[config.mk]
export PLATFORM = sky130hd
export DESIGN_NAME = shift_deframer
export DESIGN_NICKNAME = d
export VERILOG_FILES = /design/src/rtl/shift_pkg.sv /design/src/rtl/shift_deframer_sipo.sv /design/src/rtl/shift_deframer.sv
export SDC_FILE = /design/constraint.sdc
export NUM_CORES = 1
export LEC_CHECK = 0
export ABC_AREA = 1
export BUFFER_PORTS_ARGS = -buffer_cell sky130_fd_sc_hd__buf_4
export CORE_MARGIN = 2
export CORE_UTILIZATION = 40
export CTS_CLUSTER_DIAMETER = 200
export CTS_CLUSTER_SIZE = 28
export DETAILED_ROUTE_END_ITERATION = 16
export SYNTH_ARGS = -nofsm -noshare
export SYNTH_HDL_FRONTEND = slang
export SYNTH_SLANG_ARGS = --single-unit
[constraint.sdc]
create_clock -name clk -period 3.3 [get_ports clk]
set_input_delay 0.66 -clock clk [delete_from_list [all_inputs] [get_ports clk]]
set_output_delay 0.66 -clock clk [all_outputs]
set_load 0.005 [all_outputs]
[src/rtl/shift_pkg.sv]
// Shared types and helpers for the serial deframer.
// FSM encodings, direction names, counter width helper.
package shift_pkg;

  typedef enum logic [1:0] {
    HUNT     = 2'd0,
    DATA     = 2'd1,
    SYNC_CHK = 2'd2
  } state_t;

  localparam string DIR_LEFT  = "LEFT";
  localparam string DIR_RIGHT = "RIGHT";

  // Bits needed to hold values 0..n-1, at least 1.
  function automatic int clog2(input int n);
    int r;
    r = 1;
    while ((1 << r) < n) r++;
    return r;
  endfunction

endpackage

[src/rtl/shift_deframer_sipo.sv]
// Serial-in window register with a saturating bit count.
// Direction chooses which end the newest bit enters.
module shift_deframer_sipo
  import shift_pkg::*;
#(
  parameter int    W   = 4,
  parameter string DIR = "LEFT",
  parameter int    CW  = 3
) (
  input  logic          clk,
  input  logic          aclr,
  input  logic          sclr,
  input  logic          en,
  input  logic          shiftin,
  input  logic          cnt_clr,
  output logic [W-1:0]  nxt,
  output logic [CW-1:0] bit_cnt
);

  localparam bit IS_RIGHT = (DIR == DIR_RIGHT);
  localparam logic [CW-1:0] FULL = CW'(W);

  logic [W-1:0] window;

  // Window value after shifting in the current bit.
  if (IS_RIGHT) begin : g_right
    assign nxt = {shiftin, window[W-1:1]};
  end else begin : g_left
    assign nxt = {window[W-2:0], shiftin};
  end

  // Shift on en; count bits since last clear, saturating.
  always_ff @(posedge clk or posedge aclr) begin
    if (aclr) begin
      window  <= '0;
      bit_cnt <= '0;
    end else if (sclr) begin
      window  <= '0;
      bit_cnt <= '0;
    end else if (en) begin
      window <= nxt;
      if (cnt_clr)
        bit_cnt <= '0;
      else if (bit_cnt != FULL)
        bit_cnt <= bit_cnt + CW'(1);
    end
  end

endmodule

[src/rtl/shift_deframer.sv]
// Serial deframer: hunts sync, assembles data words, rechecks sync.
// SHIFT_DEFRAMER_STATS_EN adds frame_cnt/slip_cnt outputs.
module shift_deframer
  import shift_pkg::*;
#(
  parameter int    SHIFT_WIDTH     = 4,
  parameter string SHIFT_DIRECTION = "LEFT",
  parameter logic [SHIFT_WIDTH-1:0] SYNC_VALUE =
    SHIFT_WIDTH'(11),
  parameter int    FRAME_WORDS     = 2
) (
  input  logic                   clk,
  input  logic                   aclr,
  input  logic                   sclr,
  input  logic                   en,
  input  logic                   shiftin,
  input  logic                   out_ready,
  output logic [SHIFT_WIDTH-1:0] q,
  output logic                   q_valid,
  output logic                   locked,
  output logic                   overrun
`ifdef SHIFT_DEFRAMER_STATS_EN
  ,
  output logic [15:0]            frame_cnt,
  output logic [15:0]            slip_cnt
`endif
);

  localparam int W   = SHIFT_WIDTH;
  localparam int BW  = clog2(W + 1);
  localparam int WCW = clog2(FRAME_WORDS + 1);
  localparam logic [BW-1:0]  LAST    = BW'(W - 1);
  localparam logic [WCW-1:0] FW_LAST = WCW'(FRAME_WORDS - 1);

  state_t         state, state_n;
  logic [WCW-1:0] word_cnt, word_cnt_n;
  logic [W-1:0]   nxt;
  logic [BW-1:0]  bit_cnt;
  logic           cnt_clr;
  logic           bit_last;
  logic           sync_hit;
  logic           wr;

  shift_deframer_sipo #(
    .W   (W),
    .DIR (SHIFT_DIRECTION),
    .CW  (BW)
  ) u_sipo (
    .clk     (clk),
    .aclr    (aclr),
    .sclr    (sclr),
    .en      (en),
    .shiftin (shiftin),
    .cnt_clr (cnt_clr),
    .nxt     (nxt),
    .bit_cnt (bit_cnt)
  );

  assign bit_last = en && (bit_cnt == LAST);
  assign sync_hit = (nxt == SYNC_VALUE);
  assign wr       = (state == DATA) && bit_last;

  // Next-state decode and bit-count restarts.
  always_comb begin
    state_n    = state;
    word_cnt_n = word_cnt;
    cnt_clr    = 1'b0;
    unique case (state)
      HUNT: begin
        if (en && bit_cnt >= LAST && sync_hit) begin
          state_n    = DATA;
          word_cnt_n = '0;
          cnt_clr    = 1'b1;
        end
      end
      DATA: begin
        if (bit_last) begin
          cnt_clr    = 1'b1;
          word_cnt_n = word_cnt + WCW'(1);
          if (word_cnt == FW_LAST)
            state_n = SYNC_CHK;
        end
      end
      SYNC_CHK: begin
        if (bit_last) begin
          cnt_clr = 1'b1;
          if (sync_hit) begin
            state_n    = DATA;
            word_cnt_n = '0;
          end else begin
            state_n = HUNT;
          end
        end
      end
      default: state_n = HUNT;
    endcase
  end

  // State, word count and registered lock flag.
  always_ff @(posedge clk or posedge aclr) begin
    if (aclr) begin
      state    <= HUNT;
      word_cnt <= '0;
      locked   <= 1'b0;
    end else if (sclr) begin
      state    <= HUNT;
      word_cnt <= '0;
      locked   <= 1'b0;
    end else begin
      state    <= state_n;
      word_cnt <= word_cnt_n;
      locked   <= (state_n != HUNT);
    end
  end

  // Output word register with valid/ready and sticky overrun.
  always_ff @(posedge clk or posedge aclr) begin
    if (aclr) begin
      q       <= '0;
      q_valid <= 1'b0;
      overrun <= 1'b0;
    end else if (sclr) begin
      q       <= '0;
      q_valid <= 1'b0;
      overrun <= 1'b0;
    end else if (wr) begin
      if (!q_valid || out_ready) begin
        q       <= nxt;
        q_valid <= 1'b1;
      end else begin
        overrun <= 1'b1;
      end
    end else if (q_valid && out_ready) begin
      q_valid <= 1'b0;
    end
  end

`ifdef SHIFT_DEFRAMER_STATS_EN
  // Count passed sync checks and slips.
  always_ff @(posedge clk or posedge aclr) begin
    if (aclr) begin
      frame_cnt <= '0;
      slip_cnt  <= '0;
    end else if (sclr) begin
      frame_cnt <= '0;
      slip_cnt  <= '0;
    end else if (state == SYNC_CHK && bit_last) begin
      if (sync_hit)
        frame_cnt <= frame_cnt + 16'd1;
      else
        slip_cnt <= slip_cnt + 16'd1;
    end
  end
`endif

endmodule

* Yosys cells after proc, flatten, opt, wreduce, memory -nomap -nowiden
Cells that the tools add are included.
** Storage, ports and cells
- Register bits after elaboration :: 17
- Output and inout port bits :: 7
- Bits of input ports :: 6
- Word-level logic and storage cells :: 77
** Operators by class
- Multiplexer cells :: 33
- Equal/unequal tests :: 12
- $add $sub $neg :: 2
- Reductions and logical operators :: 21
- Magnitude comparators :: 1
** Operators with widths (number)
- $mux W2 :: 10
- $mux W3 :: 6
- $ne A3 B3 Y1 const B :: 5
- $mux W4 :: 3
- $pmux W2 S3 :: 2
- $mux W1 :: 11
- $reduce_and A2 Y1 :: 4
- $reduce_bool A2 Y1 :: 4
- $reduce_bool A3 Y1 :: 2
- $logic_and A1 B1 Y1 :: 5
- $reduce_and A5 Y1 :: 1
- $eq A2 B1 Y1 const B :: 2
- $eq A4 B4 Y1 const B :: 1
- $reduce_bool A4 Y1 :: 1
- $add A3 B1 Y3 const B :: 1
- $eq A3 B2 Y1 const B :: 1
- $ge A3 B2 Y1 const B :: 1
- $ne A3 B2 Y1 const B :: 1
- $add A2 B1 Y2 const B :: 1
- $eq A2 B2 Y1 const B :: 1
- $logic_not A2 Y1 :: 1
- $ne A2 B2 Y1 const B :: 1
- $pmux W1 S2 :: 1
- $reduce_or A2 Y1 :: 1
- other kinds (2) :: 2

* Longest topological paths before layout
Gate-level depths: netlist (run 1).
- Depth in word-level cells :: 8
- Gate-level depth with buffers :: 11

* Modules after synthesis
Synthesis (run 1) repeated with hierarchy kept, for this count alone.
** Second synthesis, totals
- Cell total of the unflattened synthesis :: 141
- Area total of the unflattened synthesis :: 1058.5 um^2
** Modules (own cells, without submodules)
- shift_deframer :: instances 1, area each 730.7 um^2, cells an instance 99
- shift_deframer_sipo :: instances 1, area each 327.8 um^2, cells an instance 42

* Least setup slack after synthesis (run 1)
No wires, ideal clock.
- Path type :: register to register
- Start point :: reg u_sipo.bit_cnt[0]
- End point :: reg u_sipo.bit_cnt[0]
- Path buffers :: 0
- Arrival time :: 1.391 ns
- Stages on the path, launching flop included :: 10
- Clock period less this slack :: 1.456 ns
- Setup time :: 0.065 ns
- Path slack :: 1.844 ns
- Path through :: dfrtp_1 > ha_1 > ha_1 > inv_1 > nand3_1 > nand3_2 > nand2_2 > a21oi_2 > nand4_1 > nand2_1
** Between the ends
- Longest elaborated chain between the ends :: 8
- Elaborated cells between the ends (all ways) :: 16
- Those cells by class :: add/sub: 1; order compare: 1; eq/ne: 2; mux: 7; reduce/logical: 5
** RTL lines
- from (decl) :: line shift_deframer_sipo.sv:17 : output logic [CW-1:0] bit_cnt
- from (signal assigned) :: line shift_deframer_sipo.sv:45 : bit_cnt <= bit_cnt + CW'(1);
- $ge A3 B2 Y1 :: line shift_deframer.sv:70 : if (en && bit_cnt >= LAST && sync_hit) begin
- $logic_and A1 B1 Y1 (2 in a row) :: line shift_deframer.sv:70
- $mux W1 :: line shift_deframer.sv:70
- $pmux W1 S2 :: line shift_deframer.sv:68 : unique case (state)
- $mux W3 :: line shift_deframer_sipo.sv:42 : if (cnt_clr)
- $mux W3 :: line shift_deframer_sipo.sv:40 : end else if (en) begin
- $mux W3 :: line shift_deframer_sipo.sv:37 : end else if (sclr) begin
Parallel ways exist; a longest one is shown, timed or not. The select of a mux whose other input is x is not followed.
A chain may end at the register's enable or synchronous reset.

* Worst setup path in the final report (run 1)
Ends and elaborated chain as after synthesis.

==> reports/qor.yml, run 1 <==
run_status: "completed"
clock-sinks: 17
chipWidth_um: 54.28
netlist-cell-type-count: 20
dpl_worst_slack_ps: 1711
cts.path.max_buffers: 2
avgRoutedWirePerCell_um: 10.74
grt_antenna_before_repair: 0
layout-area-overhead-vs-synth_pct: 14.85
final-hold-violation-count: 0
grt_pass1_wl_mm: 3.180
numPortBuffers: 12
rsz0062_at_grt: "false"
final_antenna_net_count: 0
placement_rows: 18
hold_ws_ps: 439.9
crit_buf_inv: 1
die_area_um2: 2946
crit_path_top_delay_cell: "sky130_fd_sc_hd__dfrtp_1"
slew-limit-headroom: 0.5751
syn-num-nets: 140
initial_utilization: 0.4156
cell_by_cell_listing_of_the_critical_path: "ha_1, ha_1, inv_1, nand3_1, nand3_2, nand2_2, a21oi_2, nand4_1, nand2_1"
library_cell_appearing_most_often_on_the_critical_path: "sky130_fd_sc_hd__ha_1"
overflow: 0
post-dp-hpwl_mm: 1.470
timing.hold.worst.class: "primary input to asynchronous set/reset pin"
ys.warnings.count: 0
multi_input_comb_area_um2: 498.0
period_share: 0.4784
finClkSkew_ps: 1.594
boundaryPins: 13
initialDrtViolationCount: 26
ff_latch_area_um2: 425.4
diodes: 0
worst-setup-path-type: "register to register"
design_area_um2: 1161
post_route_cells_drive_above_1_share: 0.2553
post-route-worst-setup-slack_ps: 1721
clock_edge_transition_at_the_registers_on_the_reported_setup_and_hold_paths_ps: 100
htree_num_levels: 1
fmax_mhz: 633.4
post-route-drc-count: 0
largest_driver_fanout_on_the_critical_path: 4
final_net_count: 156
placer_s_final_routability_congestion_estimate: 0.7427
number_of_global_route_vias_before_repair: 764
fp.dieH_um: 54.28
worst_ep_arrival_time_ps: 1820
grt_usage: 0.1521
stdcell_count: 171
number_of_gates_resized_after_cts: 0
post_route_minimum_period_ps: 1579
post_cts_buffers: 0
post_synth_inst_count: 126
cp_data_required_time_ps: 3540
dr.pass1.iters: 4
grt_start_max_net_pins: 18
worst_setup_path_start_kind: "register"
sum_of_negative_setup_slack_ps: 0
syn_area_um2: 1011
worst_skew_pair_later_pin_latency_ps: 290
leakagePower_nw: 0.5967
numCtsBuffers: 3
worstSetupEndpointType: "register"
worst_path_largest_cell_delay_ps: 420
cts_tree: "built"
worst_path_dominant_cell_family: "simple AND/OR/NAND/NOR gates"
placeableCoreArea_um2: 2432
cts_hold_buffers: 0
p_per_area_nw_per_um2: 339.8
timing.max_cap.violations: 0
slew_violations: 0
n_fill_cell: 243
placed_cells_incl_taps: 167
post_dp_cell_area_um2: 1134
tightestPinTransition_ps: 636.6
route.vias.total: 811
synth_seq_area_share: 0.4208
syn_avg_cell_area_um2: 8.024
clock_tree.root_cell: "sky130_fd_sc_hd__clkbuf_4"
postRouteWirelength_mm: 1.837
synth_seq_cells: 17
layout.cells.most_common: "sky130_fd_sc_hd__nand2_1"
routed_via_density: 4.743
setup_viol_count_final: 0
leading_cell_types_in_the_layout_fill_and_taps_excluded: "34 x sky130_fd_sc_hd__nand2_1, 18 x sky130_fd_sc_hd__inv_1, 17 x sky130_fd_sc_hd__dfrtp_1"
max-vdd-ir-drop_mv: 0.2849
-- synthesized netlist by cell type (all sizes together) --
cell type   n  area, um^2
nand4       5       31.28
o21ai      12       71.32
a21oi       1       8.760
nand2      41       171.4
nand3       8       50.05
inv        22       82.57
ha          8       100.1
a31oi       2       18.77
o21bai      1       7.510
nor2        7       28.78
buf         1       5.000
nor3        1       10.01
dfrtp      17       425.4
-- report_power, final --
part	total [mW]	internal (mW)	switching (mW)	leakage, nW
clock	0.114	0.0451	0.0691	0.0177
sequential	0.226	0.218	0.00854	0.233
combinational	0.0540	0.0205	0.0335	0.346
total	0.395	0.283	0.111	0.597
-- flip-flops by register name, summed over array words and instances, names as in the netlist --
| register | count |
|---|---|
| overrun | 1 |
| u_sipo.window | 3 |
| word_cnt | 2 |
| q | 4 |
| u_sipo.bit_cnt | 3 |
| q_valid | 1 |
| locked | 1 |
| state | 2 |
-- final cells by class --
type / count / area share
clock buffer: 3 / 0.01940
clock inverter: 1 / 0.004310
inverter: 22 / 0.07112
multi-input combinational: 86 / 0.4289
sequential: 17 / 0.3664
tap: 30 / 0.03233
timing repair buffer: 12 / 0.07759
-- kinds of logic (layout without fill, tap and decap cells) --
logic type,after synthesis,after routing,share of synthesized area
AOI/OAI and AO/OA,16,16,0.1052
adders and majority gates,8,8,0.09901
buffers and inverters,23,38,0.08662
DFF,17,17,0.4208
and+or+nand+nor,62,62,0.2884
-- routing by layer --
layer / part of all wire / GRT usage
met4: 0.011 / 0.06250
met5: 0 / 0
met3: 0.059 / 0.05738
met2: 0.48 / 0.2410
met1: 0.45 / 0.1849
-- per-stage QoR --
step | util | power (mW)
3_5_place_dp | 0.4660 | 0.2866
6_report | 0.4774 | 0.3945
3_3_place_gp | 0.4660 | 0.2849
5_1_grt | 0.4774 | 0.4243
2_1_floorplan | - | 0.2672
4_1_cts | 0.4774 | 0.4013
-- final timing paths --
path,cells past startpoint,slack (ps),to,start
hold reg to reg,2,500,q[1]$_DFFE_PP0P_,q[1]$_DFFE_PP0P_
setup reg to reg,9,1720,u_sipo.bit_cnt[0]$_DFFE_PP0P_,u_sipo.bit_cnt[0]$_DFFE_PP0P_
hold / removal,2,440,word_cnt[1]$_DFFE_PP0P_,aclr
min in group clk,2,500,q[1]$_DFFE_PP0P_,q[1]$_DFFE_PP0P_
max in group asynchronous,2,2450,u_sipo.window[0]$_DFFE_PP0P_,aclr
setup / recovery,9,1720,u_sipo.bit_cnt[0]$_DFFE_PP0P_,u_sipo.bit_cnt[0]$_DFFE_PP0P_
(Power assumes the default switching activity.)
==> inputs of run 2 (changes only) <==
clock period = 1.35 ns   (was 3.3 ns; I/O delays follow)
==> run 2 against run 1 <==
Against the previous run:
- the flow now finishes with violations (negative setup slack)
- combinational power rose to 4.2 times the previous value
- clock skew rose by 5.9 ps
- via count rose by 15%
- largest power group unchanged
- die area did not move
==> reports/qor.yml, run 2 (synthesis results as in run 1) <==
failed_checks: "negative setup slack"
timing.reg2reg.worst_path_depth: 11
clock_edge_transition_at_the_registers_on_the_reported_setup_and_hold_paths_ps: 110
number_of_global_route_vias_before_repair: 862
timing.reg2reg.setup_slack_ps: -160
timing.hold.worst.class: "primary input to register"
hold_ws_ps: 216.0
grt_antenna_before_repair: 0
post_dp_cell_area_um2: 1259
initialDrtViolationCount: 21
worst-setup-path-type: "register to register"
crit_buf_inv: 2
worst_skew_pair_later_pin_latency_ps: 300
post-route-drc-count: 0
multi_input_comb_area_um2: 614.3
cts.path.max_buffers: 2
final_antenna_net_count: 0
largest_reg_flops: 4
post_route_minimum_period_ps: 1507
cell_by_cell_listing_of_the_critical_path: "ha_2, ha_4, nand2_4, inv_4, nand2_2, o21ai_2, inv_2, o21ai_4, nand2_2, nand3_1, nand2_1"
overflow: 0
max-vdd-ir-drop_mv: 0.5297
boundaryPins: 13
min_delay_worst_endpoint: "overrun$_DFFE_PP0P_"
detailroute.wirelength.met3_um: 76
largest_register: "q"
p_per_area_nw_per_um2: 744.3
leading_cell_types_in_the_layout_fill_and_taps_excluded: "27 x sky130_fd_sc_hd__nand2_1, 27 x sky130_fd_sc_hd__buf_4, 17 x sky130_fd_sc_hd__inv_1, 17 x sky130_fd_sc_hd__dfrtp_1, 10 x sky130_fd_sc_hd__nand2_2"
post_route_cells_drive_above_1_share: 0.4277
worstSetupEndpointType: "register"
dr.pass1.iters: 6
period_share: 1.116
fmax_mhz: 663.7
chipWidth_um: 54.28
post-dp-hpwl_mm: 1.658
timing.max_cap.violations: 0
worst_ep_arrival_time_ps: 1700
worst_path_largest_cell_delay_ps: 370
worst_hold_startpoint: "sclr"
avgRoutedWirePerCell_um: 11.67
ff_latch_area_um2: 425.4
placer_s_final_routability_congestion_estimate: 0.8052
worst_r2r_src: "u_sipo.bit_cnt[1]$_DFFE_PP0P_"
slew_violations: 0
library_cell_appearing_most_often_on_the_critical_path: "sky130_fd_sc_hd__nand2_2"
routed-wl-met2_mm: 1.115
m1WireLength_um: 973
route.vias.total: 933
largest_driver_fanout_on_the_critical_path: 4
leakagePower_nw: 0.7225
utilization: 0.5869
r2r_end: "word_cnt[1]$_DFFE_PP0P_"
worst_setup_path_start_kind: "register"
placeableCoreArea_um2: 2432
n_fill_cell: 220
design_area_um2: 1428
numPortBuffers: 12
clock_tree.root_cell: "sky130_fd_sc_hd__clkbuf_4"
layout-area-overhead-vs-synth_pct: 41.21
routed_via_density: 4.937
die_area_um2: 2946
grt_pass1_wl_mm: 3.608
grt_start_max_net_pins: 18
finClkSkew_ps: 7.480
crit_path_top_delay_cell: "sky130_fd_sc_hd__dfrtp_1"
htree_num_levels: 1
diodes: 0
sum_of_negative_setup_slack_ps: -1113
clock-sinks: 17
final_net_count: 174
run_status: "finished, violations left"
final-hold-violation-count: 0
largestRegisters: "q (4), u_sipo.bit_cnt (3), u_sipo.window (3)"
rsz0062_at_grt: "true"
initial_utilization: 0.4156
tightestPinTransition_ps: 256.4
post-route-worst-setup-slack_ps: -156.6
cell_depth_of_the_worst_hold_path: 2
cp_data_required_time_ps: 1550
numCtsBuffers: 3
worst_path_dominant_cell_family: "flip-flops"
slew-limit-headroom: 0.8285
fp.dieH_um: 54.28
postRouteWirelength_mm: 2.205
cts_tree: "built"
setup_viol_count_final: 12
highest_signal_layer: "met4"
grt_usage: 0.1733
placement_rows: 18
[run 2: worst max-delay path by stage]
stage	start	end	slack, ps	cells past startpoint
after floorplan	u_sipo.bit_cnt[0]$_DFFE_PP0P_	word_cnt[1]$_DFFE_PP0P_	-50	11
after global placement	u_sipo.bit_cnt[1]$_DFFE_PP0P_	word_cnt[0]$_DFFE_PP0P_	-90	11
after detailed placement	u_sipo.bit_cnt[1]$_DFFE_PP0P_	word_cnt[1]$_DFFE_PP0P_	-120	11
after CTS	u_sipo.bit_cnt[1]$_DFFE_PP0P_	word_cnt[1]$_DFFE_PP0P_	-140	11
after global routing	u_sipo.bit_cnt[1]$_DFFE_PP0P_	locked$_DFF_PP0_	-250	9
final	u_sipo.bit_cnt[1]$_DFFE_PP0P_	word_cnt[1]$_DFFE_PP0P_	-160	11
[run 2: cell type report]
cell class,count,share of cell area
multi-input combinational,86,0.4303
clock buffer,3,0.01578
inverter,22,0.06135
sequential,17,0.2980
tap,30,0.02629
clock inverter,1,0.003506
timing repair buffer,30,0.1648
[run 2: through the flow]
stage | total power, mW | setup WS [ps] | instances
finish | 1.063 | -156.6 | 189
global route | 1.129 | -250.8 | 189
CTS | 1.043 | -144.1 | 188
detailed placement | 0.7507 | -123.3 | 181
global placement | 0.7420 | -92.97 | 181
floorplan | 0.6658 | -47.08 | 126
[run 2: power breakdown]
part	internal, mW	switching [mW]	leakage, nW
Clock	0.110	0.176	0.0177
Sequential	0.532	0.0142	0.233
Combinational	0.106	0.123	0.472
Total	0.749	0.314	0.723
[run 2: what timing repair did]
item,in CTS,in global routing
endpoints found under the hold margin,17,0
resized for setup,1,24
setup buffers,2,1
setup endpoints to repair,12,14
pin swaps,4,7
hold buffers,1,0
[run 2: layer usage]
metal / track usage / up-vias
met3: 0.02459 / 4
met2: 0.3072 / 22
met1: 0.2017 / 439
met4: 0.08750 / 0
li1: - / 468
met5: 0 / -
